[config.mk]
export PLATFORM = sky130hd
export DESIGN_NAME = bcd_timer_2digit_flat
export DESIGN_NICKNAME = d
export VERILOG_FILES = /design/src/rtl/bcd_timer_2digit_pkg.sv /design/src/rtl/bcd_timer_2digit_if.sv /design/src/rtl/bcd_timer_2digit_bcd_digit.sv /design/src/rtl/bcd_timer_2digit.sv /design/src/flat_wrapper.sv
export SDC_FILE = /design/constraint.sdc
export NUM_CORES = 1
export LEC_CHECK = 0
export BUFFER_PORTS_ARGS = -buffer_cell sky130_fd_sc_hd__buf_2
export CORE_MARGIN = 8
export CORE_UTILIZATION = 44
export CTS_CLUSTER_DIAMETER = 40
export CTS_CLUSTER_SIZE = 14
export DETAILED_ROUTE_END_ITERATION = 7
export PLACE_DENSITY = 0.71
export SETUP_SLACK_MARGIN = 0.4
export SYNTH_ARGS = -nofsm -noshare
export SYNTH_HDL_FRONTEND = slang
export SYNTH_SLANG_ARGS = --single-unit
[constraint.sdc]
create_clock -name clk -period 1.5 [get_ports clk]
set_input_delay 0.3 -clock clk [delete_from_list [all_inputs] [get_ports clk]]
set_output_delay 0.3 -clock clk [all_outputs]
set_load 0.05 [all_outputs]
[src/rtl/bcd_timer_2digit_pkg.sv]
// Shared types and constants for the two-digit BCD timer.
package bcd_timer_2digit_pkg;
  localparam int BCD_W = 4;

  typedef logic [BCD_W-1:0] bcd_t;

  localparam bcd_t BCD_ZERO = 4'd0;
  localparam bcd_t BCD_NINE = 4'd9;

  typedef enum logic [1:0] {
    IDLE  = 2'd0,
    RUN   = 2'd1,
    PAUSE = 2'd2
  } state_t;

  function automatic logic bcd_valid(input bcd_t d);
    return d <= BCD_NINE;
  endfunction
endpackage

[src/rtl/bcd_timer_2digit_if.sv]
// Control, preset and digit-output bundle between the timer and its neighbours.
interface bcd_timer_2digit_if;
  import bcd_timer_2digit_pkg::*;

  logic tick;
  logic start_pause;
  logic clear;
  logic dir;
  logic load;
  bcd_t load_tens;
  bcd_t load_ones;
  bcd_t tens;
  bcd_t ones;
  logic running;
  logic wrap;
  logic load_err;

  modport master (
    output tick, start_pause, clear, dir, load, load_tens, load_ones,
    input  tens, ones, running, wrap, load_err
  );

  modport slave (
    input  tick, start_pause, clear, dir, load, load_tens, load_ones,
    output tens, ones, running, wrap, load_err
  );
endinterface

[src/rtl/bcd_timer_2digit_bcd_digit.sv]
// One up/down BCD digit; max_val is the roll-over point going up and the reload value going down.
module bcd_digit
  import bcd_timer_2digit_pkg::*;
(
  input  logic clk,
  input  logic rst_n,
  input  logic clr,
  input  logic ld,
  input  bcd_t ld_val,
  input  logic en,
  input  logic up,
  input  bcd_t max_val,
  output bcd_t value,
  output logic term,
  output logic carry
);

  assign term  = up ? (value >= max_val) : (value == BCD_ZERO);
  assign carry = en & term;

  always_ff @(posedge clk or negedge rst_n) begin
    if (!rst_n) begin
      value <= BCD_ZERO;
    end else if (clr) begin
      value <= BCD_ZERO;
    end else if (ld) begin
      value <= ld_val;
    end else if (en) begin
      if (term)
        value <= up ? BCD_ZERO : max_val;
      else if (up)
        value <= value + 4'd1;
      else
        value <= value - 4'd1;
    end
  end

endmodule

[src/rtl/bcd_timer_2digit.sv]
// Two-digit BCD up/down timer with start/pause/clear FSM and range-checked preset.
// Build option BCD_TIMER_STOP_AT_END_EN: stop in IDLE at the terminal value instead of wrapping.
//
// state | meaning
// IDLE  | stopped after reset/clear/end, count held, loads accepted
// RUN   | counting on tick, loads ignored
// PAUSE | halted by start_pause, count held, loads accepted
module bcd_timer_2digit
  import bcd_timer_2digit_pkg::*;
#(
  parameter int TOP_TENS = 5,
  parameter int TOP_ONES = 9
) (
  input logic              clk,
  input logic              rst_n,
  bcd_timer_2digit_if.slave bus
);

  localparam bcd_t TOP_T = bcd_t'(TOP_TENS);
  localparam bcd_t TOP_O = bcd_t'(TOP_ONES);

  state_t state_q, state_d;
  logic   running_q, wrap_q, load_err_q;
  logic   load_err_d, wrap_d;

  bcd_t   tens_v, ones_v;
  bcd_t   ones_max;
  logic   illegal, ld_ok, ld_act, step, end_hit, hold;
  logic   ones_en, ones_term, ones_carry, tens_term, tens_carry;
  logic   digit_clr, digit_ld;

  assign illegal = !bcd_valid(tens_v) || !bcd_valid(ones_v);
  assign ld_ok   = bcd_valid(bus.load_tens) && bcd_valid(bus.load_ones) &&
                   ({bus.load_tens, bus.load_ones} <= {TOP_T, TOP_O});
  assign ld_act  = bus.load && !bus.clear && (state_q != RUN);
  assign step    = bus.tick && !bus.clear && (state_q == RUN);

  // Ones rolls at TOP_ONES only on the top tens row (up) or reloads it from 00 (down).
  assign ones_max = bus.dir ? ((tens_v == BCD_ZERO) ? TOP_O : BCD_NINE)
                            : ((tens_v == TOP_T)    ? TOP_O : BCD_NINE);

  assign end_hit = step && !illegal && ones_term && tens_term;

`ifdef BCD_TIMER_STOP_AT_END_EN
  assign hold = end_hit;
`else
  assign hold = 1'b0;
`endif

  assign ones_en   = step && !illegal && !hold;
  assign digit_clr = bus.clear || (step && illegal);
  assign digit_ld  = ld_act && ld_ok;
  assign wrap_d    = hold || tens_carry;

  bcd_digit u_ones (
    .clk     (clk),
    .rst_n   (rst_n),
    .clr     (digit_clr),
    .ld      (digit_ld),
    .ld_val  (bus.load_ones),
    .en      (ones_en),
    .up      (!bus.dir),
    .max_val (ones_max),
    .value   (ones_v),
    .term    (ones_term),
    .carry   (ones_carry)
  );

  bcd_digit u_tens (
    .clk     (clk),
    .rst_n   (rst_n),
    .clr     (digit_clr),
    .ld      (digit_ld),
    .ld_val  (bus.load_tens),
    .en      (ones_carry),
    .up      (!bus.dir),
    .max_val (TOP_T),
    .value   (tens_v),
    .term    (tens_term),
    .carry   (tens_carry)
  );

  always_comb begin
    state_d    = state_q;
    load_err_d = 1'b0;
    if (bus.clear)
      state_d = IDLE;
    else if (ld_act)
      load_err_d = !ld_ok;
    else if (hold)
      state_d = IDLE;
    else if (bus.start_pause)
      state_d = (state_q == RUN) ? PAUSE : RUN;
    else if (state_q != IDLE && state_q != RUN && state_q != PAUSE)
      state_d = IDLE;
  end

  always_ff @(posedge clk or negedge rst_n) begin
    if (!rst_n) begin
      state_q    <= IDLE;
      running_q  <= 1'b0;
      wrap_q     <= 1'b0;
      load_err_q <= 1'b0;
    end else begin
      state_q    <= state_d;
      running_q  <= (state_d == RUN);
      wrap_q     <= wrap_d;
      load_err_q <= load_err_d;
    end
  end

  assign bus.tens     = tens_v;
  assign bus.ones     = ones_v;
  assign bus.running  = running_q;
  assign bus.wrap     = wrap_q;
  assign bus.load_err = load_err_q;

endmodule

[src/flat_wrapper.sv]
// flat-port wrapper written by rule: the top's interface ports become plain ports
module bcd_timer_2digit_flat import bcd_timer_2digit_pkg::*;
#(
  parameter int TOP_TENS = 5,
  parameter int TOP_ONES = 9
)
  (clk, rst_n, bus_tick, bus_start_pause, bus_clear, bus_dir, bus_load, bus_load_tens, bus_load_ones, bus_tens, bus_ones, bus_running, bus_wrap, bus_load_err);
  bcd_timer_2digit_if bus_i ();
  input logic clk;
  input logic rst_n;
  input wire logic [$bits(bus_i.tick)-1:0] bus_tick;
  input wire logic [$bits(bus_i.start_pause)-1:0] bus_start_pause;
  input wire logic [$bits(bus_i.clear)-1:0] bus_clear;
  input wire logic [$bits(bus_i.dir)-1:0] bus_dir;
  input wire logic [$bits(bus_i.load)-1:0] bus_load;
  input wire logic [$bits(bus_i.load_tens)-1:0] bus_load_tens;
  input wire logic [$bits(bus_i.load_ones)-1:0] bus_load_ones;
  output wire logic [$bits(bus_i.tens)-1:0] bus_tens;
  output wire logic [$bits(bus_i.ones)-1:0] bus_ones;
  output wire logic [$bits(bus_i.running)-1:0] bus_running;
  output wire logic [$bits(bus_i.wrap)-1:0] bus_wrap;
  output wire logic [$bits(bus_i.load_err)-1:0] bus_load_err;
  assign bus_i.tick = bus_tick;
  assign bus_i.start_pause = bus_start_pause;
  assign bus_i.clear = bus_clear;
  assign bus_i.dir = bus_dir;
  assign bus_i.load = bus_load;
  assign bus_i.load_tens = bus_load_tens;
  assign bus_i.load_ones = bus_load_ones;
  assign bus_tens = bus_i.tens;
  assign bus_ones = bus_i.ones;
  assign bus_running = bus_i.running;
  assign bus_wrap = bus_i.wrap;
  assign bus_load_err = bus_i.load_err;
  bcd_timer_2digit #(.TOP_TENS(TOP_TENS), .TOP_ONES(TOP_ONES)) u_core (.clk(clk), .rst_n(rst_n), .bus(bus_i));
endmodule
==> impl_metrics.tcl <==
set metrics [dict create \
    dpl-instance-area_um2 1470 \
    hold_violations 0 \
    slew_viol_final 0 \
    synth_area_um2 990 \
    mostFrequentLayoutCell "buf_4" \
    portBuffers 25 \
    die_h_um 63.4 \
    yosysSeqAreaShare 0.329 \
    leakage_nw 0.860 \
    antenna_found_initial 0 \
    rsz0062_at_grt "true" \
    area_growth_pct 89.3 \
    min_path_type "input port to flip-flop" \
    grt_pass1_vias 1204 \
    finalCritPeriodShare 1.22 \
    max_stage_delay_ns 0.49 \
    start_util 0.456 \
    synthAdderAreaFrac 0.0910 \
    fmaxAchievable_mhz 548 \
    clock_sinks 13 \
    setup_ws_ns -0.325 \
    cts_tree "yes" \
    rows 17 \
    drtAntennaViolNets 0 \
    wl_per_cell_um 18.3 \
    cpMaxStageDelayCell "dfrtp_2" \
    setup_viol 10 \
    clk_pin_slew_ns 0.08 \
    grt_max_degree 14 \
    synth_simple_gate_area_frac 0.283 \
    synth_fp_nets 129 \
    slew_headroom 0.735 \
    critPathArrivalTime_ns 1.99 \
    netlist_instances 108 \
    grt_use_total 0.170 \
    status "finished, violations left" \
    timing.final.crit_period_ns 1.82 \
    die_x_um 63.4 \
    n_fill_cell 119 \
    design_area_um2 1870 \
    drt-initial-drc-count 74 \
    p_total_mw 1.51 \
    clock_skew_ns 0.00110 \
    drive_above_1_share 0.638 \
    worst_pin_slew_ns 0.395 \
    dieArea_um2 4020 \
    htree_levels 1 \
    overflow 0 \
    synth_xor_area_frac 0.0354 \
    yosysWarnings 0 \
    cts_made_buffers 3 \
    nNetsFinal 210 \
    cts_buffer_depth 2 \
    clock-root-buffer "clkbuf_4" \
    irDropWorstVdd_mv 0.684 \
    gp_congestion 0.876 \
    diodes 0 \
    dr.pass1.iters 5 \
    synth_compound_area_frac 0.235 \
    required_ns 1.67 \
    synth_top_family_by_area "simple AND/OR/NAND/NOR gates" \
    multiInputGateArea_um2 790 \
    totalWireLength_um 3960 \
    criticalPathCategory "flip-flop to flip-flop" \
    layout_common_cells "buf_4 (38), buf_6 (17), buf_2 (14)" \
    ys_ff_latch 13 \
    hpwl_um 2350 \
    cp-end-kind "flip-flop" \
    fp.coreArea_um2 2170 \
    drc 0 \
    failed_checks "negative setup slack" \
    grt_pass1_wl_um 5610 \
    via_per_inst 5.67 \
    worstSetupStartpointType "flip-flop" \
    ff_latch_area_um2 337 \
    crit_fanout 6 \
    pin_count 26 \
    insertion_delay_ns 0.28 \
    synthMuxAreaShare 0.0101 \
    synth_cell_types 39 \
    final_core_util 0.863 \
    synth_area_per_cell_um2 9.16 \
    vias 1225 \
    cellPowerDensity_nw_per_um2 807 \
    path_cells "o21ai_1 > nand2_1 > nor4_4 > mux2i_1 > a211oi_2" \
    max_cap_viol_count 0 \
]
kinds of logic after synthesis:
family,after synthesis
and+or+nand+nor,46
muxes,1
AOI/OAI and AO/OA,35
adders and majority gates,6
xor gates and xnor gates,4
buffers and inverters,3
DFF,13
power breakdown:
part	internal, mW	switching, mW	total (mW)
Combinational	0.434	0.409	0.843
Clock	0.103	0.125	0.228
Sequential	0.386	0.0550	0.441
Total	0.923	0.589	1.51
cell type report:
cell class                 count  area share
inverter                       1     0.00200
clock buffer                   4      0.0140
multi-input combinational     92       0.422
tap                           28      0.0187
timing repair buffer          78       0.364
sequential                    13       0.180
through the flow:
stage | hold WS [ns] | TNS (ns) | std cells | setup WS, ns
4_1_cts | 0.273 | -1.36 | 208 | -0.177
3_5_place_dp | 0.203 | -1.59 | 195 | -0.248
6_report | 0.287 | -1.99 | 216 | -0.325
2_1_floorplan | 0.00441 | -1.59 | 108 | -0.297
5_1_grt | 0.299 | -2.47 | 216 | -0.365
3_3_place_gp | 0.198 | -1.36 | 195 | -0.206
metal layers:
metal	global-route usage	vias to the layer above	wire length (um)
met1	0.189	593	1570
met5	0	-	0
li1	-	571	-
met3	0.0459	15	181
met2	0.307	46	2110
met4	0.0446	0	97
state kept, by name, summed over array words and instances, names as in the netlist:
signal / flops
u_core.state_q: 2
u_core.bus.load_err: 1
u_core.u_tens.value: 4
u_core.bus.wrap: 1
u_core.u_ones.value: 4
u_core.bus.running: 1
synthesized netlist by cell type, drive strengths merged:
master	instances	area (um2)
inv	1	3.75
buf	2	12.5
or3	1	6.26
and3	1	6.26
a2bb2oi	1	15.0
mux2i	1	10.0
and4	1	8.76
a21o	4	31.3
nand2b	2	12.5
xor2	3	26.3
fa	2	40.0
and2b	1	8.76
a22o	2	17.5
nor3	4	31.3
or4	1	11.3
and2	1	6.26
o21ai	8	40.0
nor2	7	26.3
nand4	1	6.26
nand2	13	48.8
xnor2	1	8.76
a31oi	2	12.5
a221oi	1	8.76
a21oi	11	55.1
nand3	6	30.0
ha	4	50.1
nor4	3	48.8
dfrtp	13	325
or2b	1	7.51
a211oi	4	35.0
nor2b	3	21.3
a32oi	1	8.76
a2111oi	1	8.76
timing repair:
| item | 4_1_cts | 5_1_grt |
|---|---|---|
| hold buffers | 1 | 0 |
| pin swaps | 16 | 14 |
| gates resized for setup | 48 | 21 |
| buffers inserted | 8 | 8 |
| endpoints found under the hold margin | 13 | 0 |
| gates cloned | 0 | 0 |
| setup endpoints to repair | 23 | 24 |
final timing paths:
| check | from | to | slack [ns] | cells after the start |
|---|---|---|---|---|
| worst min register to register | u_core.u_tens.value[2]$_DFFE_PN0P_ | u_core.u_tens.value[2]$_DFFE_PN0P_ | 0.72 | 3 |
| worst min-delay path | bus_start_pause | u_core.state_q[0]$_DFF_PN0_ | 0.29 | 2 |
| worst max register to register | u_core.u_tens.value[1]$_DFFE_PN0P_ | u_core.u_tens.value[0]$_DFFE_PN0P_ | -0.32 | 5 |
| worst max-delay path | u_core.u_tens.value[1]$_DFFE_PN0P_ | u_core.u_tens.value[0]$_DFFE_PN0P_ | -0.32 | 5 |
| max in group asynchronous | rst_n | u_core.u_ones.value[0]$_DFFE_PN0P_ | 0.78 | 2 |
| min in group asynchronous | rst_n | u_core.u_tens.value[3]$_DFFE_PN0P_ | 0.46 | 2 |
worst max-delay path: cells and delay by family (launching register included):
family           cells  cell delay [ns]
flip-flops           1             0.49
multiplexers         1             0.32
AND/OR/NAND/NOR      2             0.56
AO/OA/AOI/OAI        2             0.34
(Power assumes the default switching activity.)
